**src/rtl/lsu_axil_master_pkg.sv**
```systemverilog
// Shared AXI-lite definitions for the LSU master.
// Holds the bus widths, the AXI response codes and the LSU FSM state encoding.
package lsu_axil_master_pkg;

    // AXI-lite bus widths used as parameter defaults.
    localparam int unsigned AXI_ADDR_BUS = 32;
    localparam int unsigned AXI_DATA_BUS = 32;

    // AXI response codes.
    localparam logic [1:0] AXI_RESP_OKAY   = 2'b00;
    localparam logic [1:0] AXI_RESP_SLVERR = 2'b10;

    // LSU transaction FSM; the unused 3-bit codes are recovered to S_IDLE.
    typedef enum logic [2:0] {
        S_IDLE  = 3'd0,
        S_RADDR = 3'd1,
        S_RDATA = 3'd2,
        S_WREQ  = 3'd3,
        S_WRESP = 3'd4,
        S_RSP   = 3'd5
    } lsu_state_e;

endpackage

```
**src/rtl/lsu_axil_master.sv**
```systemverilog
// Single-outstanding load/store unit bridging a core request/response port to
// an AXI-lite master.
// Ports:
//   clk, rst_n                 clock, synchronous active-low reset
//   req_*                      core request (valid/ready, we, addr, wdata, wstrb)
//   rsp_*                      core response (valid/ready, rdata, err)
//   ar*/r*/aw*/w*/b*           AXI-lite master channels
module lsu_axil_master
    import lsu_axil_master_pkg::*;
#(
    parameter int unsigned ADDR_W = AXI_ADDR_BUS,
    parameter int unsigned DATA_W = AXI_DATA_BUS
) (
    input  logic                clk,
    input  logic                rst_n,
    // core request
    input  logic                req_valid,
    output logic                req_ready,
    input  logic                req_we,
    input  logic [ADDR_W-1:0]   req_addr,
    input  logic [DATA_W-1:0]   req_wdata,
    input  logic [DATA_W/8-1:0] req_wstrb,
    // core response
    output logic                rsp_valid,
    input  logic                rsp_ready,
    output logic [DATA_W-1:0]   rsp_rdata,
    output logic                rsp_err,
    // AR channel
    output logic [ADDR_W-1:0]   araddr,
    output logic                arvalid,
    input  logic                arready,
    // R channel
    input  logic [DATA_W-1:0]   rdata,
    input  logic [1:0]          rresp,
    input  logic                rvalid,
    output logic                rready,
    // AW channel
    output logic [ADDR_W-1:0]   awaddr,
    output logic                awvalid,
    input  logic                awready,
    // W channel
    output logic [DATA_W-1:0]   wdata,
    output logic [DATA_W/8-1:0] wstrb,
    output logic                wvalid,
    input  logic                wready,
    // B channel
    input  logic [1:0]          bresp,
    input  logic                bvalid,
    output logic                bready
);

    localparam int unsigned STRB_W = DATA_W / 8;

    lsu_state_e          state_q,     state_d;
    logic [ADDR_W-1:0]   araddr_q,    araddr_d;
    logic [ADDR_W-1:0]   awaddr_q,    awaddr_d;
    logic [DATA_W-1:0]   wdata_q,     wdata_d;
    logic [STRB_W-1:0]   wstrb_q,     wstrb_d;
    logic [DATA_W-1:0]   rsp_rdata_q, rsp_rdata_d;
    logic                rsp_err_q,   rsp_err_d;
    logic                aw_done_q,   aw_done_d;
    logic                w_done_q,    w_done_d;

    // AW/W handshakes seen this cycle; each channel completes only once.
    logic aw_hs, w_hs;
    assign aw_hs = (state_q == S_WREQ) && !aw_done_q && awready;
    assign w_hs  = (state_q == S_WREQ) && !w_done_q  && wready;

    // State and datapath registers.
    always_ff @(posedge clk) begin
        if (!rst_n) begin
            state_q     <= S_IDLE;
            araddr_q    <= '0;
            awaddr_q    <= '0;
            wdata_q     <= '0;
            wstrb_q     <= '0;
            rsp_rdata_q <= '0;
            rsp_err_q   <= 1'b0;
            aw_done_q   <= 1'b0;
            w_done_q    <= 1'b0;
        end else begin
            state_q     <= state_d;
            araddr_q    <= araddr_d;
            awaddr_q    <= awaddr_d;
            wdata_q     <= wdata_d;
            wstrb_q     <= wstrb_d;
            rsp_rdata_q <= rsp_rdata_d;
            rsp_err_q   <= rsp_err_d;
            aw_done_q   <= aw_done_d;
            w_done_q    <= w_done_d;
        end
    end

    // Next-state and capture logic.
    always_comb begin
        state_d     = state_q;
        araddr_d    = araddr_q;
        awaddr_d    = awaddr_q;
        wdata_d     = wdata_q;
        wstrb_d     = wstrb_q;
        rsp_rdata_d = rsp_rdata_q;
        rsp_err_d   = rsp_err_q;
        aw_done_d   = aw_done_q;
        w_done_d    = w_done_q;

        case (state_q)
            S_IDLE: begin
                if (req_valid) begin
                    if (req_we) begin
                        awaddr_d  = req_addr;
                        wdata_d   = req_wdata;
                        wstrb_d   = req_wstrb;
                        aw_done_d = 1'b0;
                        w_done_d  = 1'b0;
                        state_d   = S_WREQ;
                    end else begin
                        araddr_d  = req_addr;
                        state_d   = S_RADDR;
                    end
                end
            end
            S_RADDR: begin
                if (arready) begin
                    state_d = S_RDATA;
                end
            end
            S_RDATA: begin
                if (rvalid) begin
                    rsp_rdata_d = rdata;
                    rsp_err_d   = (rresp != AXI_RESP_OKAY);
                    state_d     = S_RSP;
                end
            end
            S_WREQ: begin
                aw_done_d = aw_done_q | aw_hs;
                w_done_d  = w_done_q  | w_hs;
                // Both channels may finish in the same cycle.
                if ((aw_done_q | aw_hs) && (w_done_q | w_hs)) begin
                    aw_done_d = 1'b0;
                    w_done_d  = 1'b0;
                    state_d   = S_WRESP;
                end
            end
            S_WRESP: begin
                if (bvalid) begin
                    rsp_rdata_d = '0;
                    rsp_err_d   = (bresp != AXI_RESP_OKAY);
                    state_d     = S_RSP;
                end
            end
            S_RSP: begin
                if (rsp_ready) begin
                    state_d = S_IDLE;
                end
            end
            default: begin
                state_d = S_IDLE;
            end
        endcase
    end

    // Handshake outputs decoded from the registered state and done flags.
    always_comb begin
        req_ready = 1'b0;
        arvalid   = 1'b0;
        rready    = 1'b0;
        awvalid   = 1'b0;
        wvalid    = 1'b0;
        bready    = 1'b0;
        rsp_valid = 1'b0;
        case (state_q)
            S_IDLE:  req_ready = 1'b1;
            S_RADDR: arvalid   = 1'b1;
            S_RDATA: rready    = 1'b1;
            S_WREQ: begin
                awvalid = !aw_done_q;
                wvalid  = !w_done_q;
            end
            S_WRESP: bready    = 1'b1;
            S_RSP:   rsp_valid = 1'b1;
            default: req_ready = 1'b0;
        endcase
    end

    assign araddr    = araddr_q;
    assign awaddr    = awaddr_q;
    assign wdata     = wdata_q;
    assign wstrb     = wstrb_q;
    assign rsp_rdata = rsp_rdata_q;
    assign rsp_err   = rsp_err_q;

endmodule

```
**config.mk**
```make
export PLATFORM = sky130hd
export DESIGN_NAME = lsu_axil_master
export DESIGN_NICKNAME = d
export VERILOG_FILES = /design/src/rtl/lsu_axil_master_pkg.sv /design/src/rtl/lsu_axil_master.sv
export SDC_FILE = /design/constraint.sdc
export NUM_CORES = 1
export LEC_CHECK = 0
export BUFFER_PORTS_ARGS = -buffer_cell sky130_fd_sc_hd__buf_2
export CAP_MARGIN = 10
export CORE_UTILIZATION = 41
export DETAILED_ROUTE_END_ITERATION = 8
export GPL_ROUTABILITY_DRIVEN = 0
export MAX_ROUTING_LAYER = met4
export PLACE_DENSITY = 0.81
export RECOVER_POWER = 50
export SLEW_MARGIN = 20
export SYNTH_ARGS = -nofsm -noshare
export SYNTH_HDL_FRONTEND = slang
export SYNTH_SLANG_ARGS = --single-unit
```
**constraint.sdc**
```tcl
create_clock -name clk -period 2 [get_ports clk]
set_input_delay 0.1 -clock clk [delete_from_list [all_inputs] [get_ports clk]]
set_output_delay 0.1 -clock clk [all_outputs]
set_load 0.02 [all_outputs]
```
# After elaboration in Yosys (flattened, before gate mapping)
# Cells that the tools add are included.
[word_totals] rom_bits=0 output_inout_bits=140 latchBits=0 ram_bits=0 wordCells=68 ff_bits=138 input_bits=114 mem_count=0
[classes] div_mod_pow=0 n_mux=27 shifts=0 n_lt_le_gt_ge=0 n_eq_ne=12 mul=0 bitwise_logic=3 n_addsub=0 n_reduce_logical=17
[ops] cell="$mux 32" count=2
[ops] cell="$pmux 32 s2" count=1
[ops] cell="$mux 3" count=6
[ops] cell="$pmux 3 s6" count=1
[ops] cell="$mux 1" count=13
[ops] cell="$ne 2x2->1 const B" count=6
[ops] cell="$reduce_and 3->1" count=4
[ops] cell="$reduce_bool 2->1" count=4
[ops] cell="$eq 3x2->1 const B" count=2
[ops] cell="$eq 3x3->1 const B" count=2
[ops] cell="$pmux 1 s2" count=3
[ops] cell="$reduce_and 6->1" count=1
[ops] cell="$logic_and 1x1->1" count=5
[ops] cell="$eq 3x1->1 const B" count=1
[ops] cell="$logic_not 3->1" count=1
[ops] cell="$logic_not 1->1" count=2
[ops] cell="$mux 2" count=1
[ops] cell="$ne 2x1->1 const B" count=1
[ops] cell="$or 1x1->1" count=2
[ops] cell="$not 1->1" count=1

# Longest topological paths before layout
# Gate-level depths: netlist (run 1).
[logic_depth] word_depth=7 depth_mapped=6 depth_no_buf=3

# Least setup slack after synthesis (run 1)
# Ideal clock, no wire load.
[synth_path] kind="register -> register" start="register state_q[1]" end="register rsp_err_q, in the netlist rsp_err" t_required_ns=1.899 stages_incl_launch_ff=6 period_less_slack_ns=1.610 slack_ns=0.390 path_buffers=2 setup_ns=0.101 arrival_time_ns=1.509 cell_sequence="dfxtp_1 -> buf_2 -> buf_2 -> nor3b_1 -> nor3_1 -> o41ai_1"
[synth_between] elab_chain_len=3 elab_cells_between_ends=7 classes_between="4 x eq/ne; 1 x mux; 2 x reduce/logical"
[synth_lines] element="from (decl)" line="lsu_axil_master.sv:54" source="lsu_state_e state_q, state_d;"
[synth_lines] element="from (signal assigned)" line="lsu_axil_master.sv:82" source="state_q <= state_d;"
[synth_lines] element="$eq 3x3->1 or $eq 3x2->1 (tied branches)" line="lsu_axil_master.sv:106" source="case (state_q)"
[synth_lines] element="$ne 2x2->1 (no source line) or $reduce_bool 2->1 (tied branches)"
[synth_lines] element="$reduce_and 3->1 (no source line)"
[synth_lines] element="to (signal assigned)" line="lsu_axil_master.sv:88" source="rsp_err_q <= rsp_err_d;"
[synth_lines] element="to (decl)" line="lsu_axil_master.sv:60" source="logic rsp_err_q, rsp_err_d;"
# Parallel ways exist; a longest one is shown, timed or not.
# A chain may end at the register's enable or synchronous reset.

# Worst setup path after layout (run 1)
[layout_path] start="register state_q[0]" end="output awvalid"
[layout_between] elab_chain_len=2
[layout_lines] element="$eq 3x2->1" line="lsu_axil_master.sv:171" source="case (state_q)"
[layout_lines] element="$mux 1" line="lsu_axil_master.sv:171"
[layout_lines] element="to (decl)" line="lsu_axil_master.sv:39" source="output logic awvalid,"
# No other way between the ends.

==> results of run 1 <==
==> cell usage after synthesis, types with 3 or more instances <==
library cell,n
sky130_fd_sc_hd__nor3b_1,3
sky130_fd_sc_hd__o211ai_1,32
sky130_fd_sc_hd__dfxtp_1,138
sky130_fd_sc_hd__clkbuf_1,31
sky130_fd_sc_hd__o21ai_1,90
sky130_fd_sc_hd__buf_6,16
sky130_fd_sc_hd__nor2_1,3
sky130_fd_sc_hd__nand2_1,4
sky130_fd_sc_hd__buf_2,12
sky130_fd_sc_hd__buf_1,7
sky130_fd_sc_hd__buf_12,10
sky130_fd_sc_hd__nand3_1,132
sky130_fd_sc_hd__buf_4,8
sky130_fd_sc_hd__a211oi_1,3
sky130_fd_sc_hd__o21ai_0,15
sky130_fd_sc_hd__nor3_1,4
sky130_fd_sc_hd__a21oi_1,134
==> repair_timing <==
item / CTS / global route
hold endpoints to repair: 134 / 0
hold buffers: 102 / 0
resized for setup: 1 / 1
endpoints found under the setup margin: 1 / 1
==> power breakdown <==
group	leakage, µW	switching (µW)	internal, µW
sequential	0.00112	99.3	2910
combinational	0.00160	971	524
clock	0.000343	1200	2600
==> cells by family (layout without fill, tap and decap cells) <==
family | Yosys count | count (layout) | share of synthesized area [%]
flip-flops | 138 | 138 | 47.44
multiplexers | 1 | 1 | 0.1719
AO/OA/AOI/OAI | 280 | 280 | 25.89
buffers and inverters | 88 | 407 | 11.30
AND/OR/NAND/NOR | 163 | 163 | 15.19
==> how the worst max path moves through the flow <==
stage                              end  slack, ns  cells past startpoint
2_1_floorplan     rsp_err$_SDFFE_PN0P_       0.39                      5
6_report                       awvalid       0.10                      3
5_1_grt                        arvalid       0.03                      4
4_1_cts                        awvalid       0.09                      3
3_3_place_gp   awaddr[23]$_SDFFE_PN0P_       0.28                      4
3_5_place_dp   awaddr[22]$_SDFFE_PN0P_       0.26                      4
==> worst max-delay path: stages, from the launching register on <==
cell and delay [ns]:
sky130_fd_sc_hd__dfxtp_1 0.56, sky130_fd_sc_hd__buf_6 0.36, sky130_fd_sc_hd__and4bb_2 0.29, sky130_fd_sc_hd__buf_2 0.17
==> metrics by stage <==
stage                     instance area [µm²]  hold WS (ns)
final                                    8441       0.03148
after global routing                     8441       0.03041
after CTS                                8611       0.01518
after detailed placement                 6868        0.3578
after global placement                   6868        0.3530
after floorplan                          5823        0.2477
==> cell type report <==
type | count | area, µm²
Sequential cell | 138 | 2763
Fill cell | 1207 | 5440
Inverter | 4 | 17.52
Tap cell | 180 | 225.2
Multi-Input combinational cell | 444 | 2410
Clock buffer | 22 | 484.2
Clock inverter | 10 | 234.0
Timing Repair Buffer | 371 | 2307
==> registers in the layout, indices dropped and copies added (netlist names) <==
| register | count |
|---|---|
| awaddr | 32 |
| araddr | 32 |
| state_q | 3 |
| aw_done_q | 1 |
| rsp_err | 1 |
| wstrb | 4 |
| rsp_rdata | 32 |
| w_done_q | 1 |
| wdata | 32 |
==> metal layers <==
metal  vias up  global-route usage (%)
li1       3057                       -
met1      3061                   30.53
met2       410                   41.68
met3        76                   6.391
met4         0                   15.59
met5         -                       -
==> impl_metrics.json, run 1 <==
{
  "required_ns": 1.90,
  "worst_clk_skew_ns": 0.006440,
  "layout.core_utilization_pct": 60.81,
  "fp_rows": 43,
  "crit_fanout": 43,
  "finalWorstPathRequiredPeriod_ns": 1.895,
  "synth_cells": 670,
  "hpwlAfterDp_um": 10520,
  "num_io_pins": 254,
  "die-width_um": 121.2,
  "antenna_cells_inserted": 0,
  "final-max-slew-violation-count": 0,
  "highest-signal-layer": "met4",
  "wl_met3_um": 1760,
  "crit-reg2reg-launch": "state_q[0]$_SDFFE_PN0P_",
  "synth-seq-area-share_pct": 47.44,
  "yosys_most_used_dff": "sky130_fd_sc_hd__dfxtp_1",
  "cts_tree": "yes",
  "core_um2": 13880,
  "chipHeight_um": 121.2,
  "antenna_found_initial": 0,
  "p_total_uw": 8312,
  "cts_setup_buffers": 0,
  "wl_met1_um": 7645,
  "drive_gt1_share_pct": 17.49,
  "grt-ovfl-total": 0,
  "drt-pass1-iter-count": 7,
  "floorplan.initialDensity_pct": 41.95,
  "synthesis.yosys.warnings": 0,
  "synth_nets": 784,
  "place_inst": 1035,
  "wl_met2_um": 9402,
  "first_global_vias": 6102,
  "route.antenna.remaining_nets": 0,
  "clkLatencyLatePin_ns": 0.42,
  "hold_class": "input port to register",
  "drv_cap": 0,
  "final_cell_mix": "sky130_fd_sc_hd__dfxtp_1, sky130_fd_sc_hd__a21oi_1, sky130_fd_sc_hd__clkbuf_1",
  "final.setup.worst_slack_ns": 0.1047,
  "cts.htree.levels": 4,
  "endpoint_kind": "primary output",
  "grt_max_degree": 102,
  "path_class": "register to primary output",
  "drt_drc_violations_left": 0,
  "relSlewSlack_pct": 52.55,
  "finalSetupTns_ns": 0,
  "mappedNetlistArea_um2": 5823,
  "worst-endpoint-arrival_ns": 1.80,
  "hold_depth": 3,
  "synth_top_area_share_pct": 47.44,
  "outcome": "finished, final reports clean",
  "clk_root_buffer_cell": "sky130_fd_sc_hd__clkbuf_16",
  "detail_route.wl_per_cell_um": 16.74,
  "numClockSinks": 138,
  "synth-async-reset-ratio_pct": 0,
  "worstSetupStartpointType": "register",
  "buffer_ports.inserted": 253,
  "max-clock-path-buffers": 2,
  "rr_worst_depth": 4,
  "vdd_ir_drop_max_uv": 509.6,
  "detail_route.vias_per_cell": 5.649,
  "timing_worst_slew_pin_value_ns": 0.7118,
  "final_common_cell": "sky130_fd_sc_hd__dfxtp_1",
  "via_count": 6604,
  "clock_edge_transition_at_the_registers_on_the_reported_setup_and_hold_paths_ns": 0.06,
  "synth.distinct_cells": 38,
  "area_delta_synth_final_pct": 44.95,
  "final_nets": 1090,
  "fmaxAchievable_ghz": 0.5276,
  "die-area_um2": 14680,
  "netlist_top_cells_area": "sky130_fd_sc_hd__dfxtp_1, sky130_fd_sc_hd__a21oi_1, sky130_fd_sc_hd__nand3_1",
  "setup.reg_to_reg.worst_slack_ns": 0.18,
  "avgSynthCellArea_um2": 8.691,
  "gr-usage-all-layers_pct": 26.43,
  "post_route_fraction_of_the_period_consumed_by_the_critical_path_pct": 94.76,
  "leakagePower_uw": 0.003067,
  "wirelength_um": 19570,
  "starting_drc_count_in_detailed_routing": 660,
  "unrepaired_setup_endpoints_after_global_routing": "no",
  "synth_seq_cells": 138,
  "setup_violations": 0,
  "finalHoldViolations": 0,
  "first_pass_grt_wire_length_um": 29860,
  "power.density_cell_area_nw_per_um2": 984.8,
  "timing.hold.worst.start": "rst_n",
  "dpl_worst_slack_ns": 0.2621,
  "worstReg2RegEnd": "rsp_rdata[1]$_SDFFE_PN0P_",
  "tritoncts.num_buffers": 17,
  "synth-edff-count": 0,
  "netlist.top_cell.by_area": "sky130_fd_sc_hd__dfxtp_1",
  "critical_path.startpoint": "state_q[0]$_SDFFE_PN0P_",
  "holdPathEnd": "w_done_q$_SDFFE_PN0P_",
  "layoutNonFillerInstCount": 1169
}
No activity file was read; power rests on OpenSTA's default activity.
==> run 2: changes to the inputs <==
Settings changed: CTS_CLUSTER_DIAMETER from default to 120, PLACE_DENSITY 0.81 to 0.83.
Clock period 2 ns to 1.6 ns, I/O delays scaled along.
==> impl_metrics.json, run 2 (synthesized netlist as in run 1, its figures left out) <==
{
  "max-clock-path-buffers": 2,
  "finalHoldViolations": 0,
  "crit_fanout": 38,
  "cp_slowest_stage_delay_ns": 0.64,
  "path_cells": "or4b_4 -> buf_12 -> o21ai_2 -> a21oi_1",
  "swShare_pct": 28.73,
  "cts.htree.levels": 4,
  "gr-usage-all-layers_pct": 27.24,
  "drive_gt1_share_pct": 25.91,
  "cts_tree": "yes",
  "clk_root_buffer_cell": "sky130_fd_sc_hd__clkbuf_16",
  "grt-ovfl-total": 0,
  "clkLatencyLatePin_ns": 0.42,
  "buffer_ports.inserted": 253,
  "via_count": 6799,
  "setup_violations": 15,
  "drv_cap": 0,
  "timing_worst_slew_pin_value_ns": 0.6703,
  "starting_drc_count_in_detailed_routing": 634,
  "relSlewSlack_pct": 55.31,
  "final-max-slew-violation-count": 0,
  "power.density_cell_area_nw_per_um2": 1164,
  "power_switching_uw": 3006,
  "share_seq_of_total_power_pct": 36.0,
  "power.internal_uw": 7460,
  "required_ns": 1.88,
  "tritoncts.num_buffers": 17,
  "setup.reg_to_reg.worst_slack_ns": -0.03,
  "path_class": "register to register",
  "unrepaired_setup_endpoints_after_global_routing": "yes",
  "antenna_found_initial": 0,
  "sequential_cell_area_um2": 2768,
  "final_common_cell": "sky130_fd_sc_hd__buf_2",
  "clock_edge_transition_at_the_registers_on_the_reported_setup_and_hold_paths_ns": 0.06,
  "drt_drc_violations_left": 0,
  "finalSetupTns_ns": -0.1899,
  "chipHeight_um": 121.2,
  "outcome": "finished, violations left",
  "hold_class": "input port to register",
  "grt_max_degree": 77,
  "layout.core_utilization_pct": 64.80,
  "endpoint_kind": "register",
  "num_io_pins": 254,
  "route.antenna.remaining_nets": 0,
  "clockPowerShare_pct": 41.4,
  "critical_path.n_buffers_inverters": 1,
  "detail_route.wl_per_cell_um": 17.78,
  "first_pass_grt_wire_length_um": 30820,
  "timing.critical_path.max_delay_family": "simple AND/OR/NAND/NOR gates",
  "combined_area_of_the_multi_input_logic_cells_um2": 2515,
  "core_um2": 13880,
  "numClockSinks": 138,
  "fmaxAchievable_ghz": 0.6121,
  "die-width_um": 121.2,
  "final.fill_count": 1108,
  "final_cell_mix": "sky130_fd_sc_hd__buf_2, sky130_fd_sc_hd__dfxtp_1, sky130_fd_sc_hd__a21oi_1",
  "worst_clk_skew_ns": 0.01373,
  "violations": "setup timing",
  "fp_rows": 43,
  "vdd_ir_drop_max_uv": 700.7,
  "final.setup.worst_slack_ns": -0.03385,
  "hpwlAfterDp_um": 11150,
  "floorplan.initialDensity_pct": 41.95,
  "wirelength_um": 21310,
  "area_delta_synth_final_pct": 54.47,
  "final_nets": 1120,
  "detail_route.vias_per_cell": 5.671,
  "post_route_fraction_of_the_period_consumed_by_the_critical_path_pct": 102.1,
  "drt-pass1-iter-count": 5,
  "first_global_vias": 6055,
  "die-area_um2": 14680,
  "worst-endpoint-arrival_ns": 1.91,
  "critPathSlowestCell": "sky130_fd_sc_hd__or4b_4",
  "worstSetupStartpointType": "register",
  "antenna_cells_inserted": 0,
  "leakagePower_uw": 0.003451,
  "combinationalPowerShare_pct": 22.6,
  "finalWorstPathRequiredPeriod_ns": 1.634
}
## run 2: cell types whose count changed in the layout (fill, tap and decap cells not counted), moves of 3 or more
cell,previous run,this run
sky130_fd_sc_hd__buf_12,5,11
sky130_fd_sc_hd__buf_2,119,152
sky130_fd_sc_hd__buf_4,10,26
sky130_fd_sc_hd__bufinv_16,7,4
sky130_fd_sc_hd__clkbuf_1,134,100
sky130_fd_sc_hd__clkbuf_16,17,23
sky130_fd_sc_hd__o21ai_0,15,11
sky130_fd_sc_hd__o21ai_1,90,75
sky130_fd_sc_hd__o21ai_2,0,18
## run 2: final timing paths
| kind | startpoint | end | depth (start not counted) |
|---|---|---|---|
| max | state_q[1]$_SDFFE_PN0P_ | wdata[30]$_SDFFE_PN0P_ | 4 |
| min reg2reg | rsp_rdata[2]$_SDFFE_PN0P_ | rsp_rdata[2]$_SDFFE_PN0P_ | 2 |
| max reg2reg | state_q[1]$_SDFFE_PN0P_ | wdata[30]$_SDFFE_PN0P_ | 4 |
| min | rst_n | aw_done_q$_SDFFE_PN0P_ | 3 |
## run 2: what timing repair did
item / CTS / global route
resized for setup: 1 / 38
hold endpoints to repair: 133 / 0
endpoints found under the setup margin: 1 / 57
pin swaps: 0 / 6
gates cloned: 0 / 6
hold buffers: 101 / 0
buffers inserted: 0 / 7
## run 2: area by class of cell
cell class	count	area share (%)
clock buffer	23	5.536
clock inverter	9	1.767
inverter	4	0.1947
multi-input combinational	444	27.96
sequential	138	30.77
tap	180	2.504
timing repair buffer	401	31.27
## run 2: through the flow
step | instances | hold WS [ns] | area (µm²) | setup WS [ns] | total power (µW)
floorplan | 670 | 0.2277 | 5828 | 0.1111 | 5181
global placement | 1053 | 0.3324 | 7108 | 0.09379 | 5659
finish | 1199 | 0.01381 | 8995 | -0.03385 | 10470
global route | 1199 | 0.01743 | 8995 | -0.08037 | 10860
detailed placement | 1053 | 0.3417 | 7108 | 0.05601 | 5682
CTS | 1186 | 0.001563 | 8778 | 0.003377 | 10190
## run 2: routing by layer
metal / global-route usage, % / vias to the layer above / share of wire [%]
met3: 7.801 / 63 / 9.6
met2: 43.68 / 438 / 49
met4: 12.73 / 0 / 2.9
li1: - / 3127 / -
met1: 31.40 / 3171 / 38
met5: - / - / 0
## run 2: power groups by stage
| stage | clock network (µW) | logic [µW] | registers (µW) |
|---|---|---|---|
| after floorplan | 0 | 1130 | 4050 |
| after global placement | 0 | 1850 | 3810 |
| after detailed placement | 0 | 1860 | 3820 |
| after CTS | 4390 | 2060 | 3740 |
| after global routing | 4570 | 2500 | 3790 |
| final | 4330 | 2360 | 3770 |
## run 2: worst reg2reg max path, cell delays in order (launching register included)
cell                      delay (ns)
sky130_fd_sc_hd__dfxtp_4        0.35
sky130_fd_sc_hd__or4b_4         0.64
sky130_fd_sc_hd__buf_12         0.23
sky130_fd_sc_hd__o21ai_2        0.18
sky130_fd_sc_hd__a21oi_1        0.09
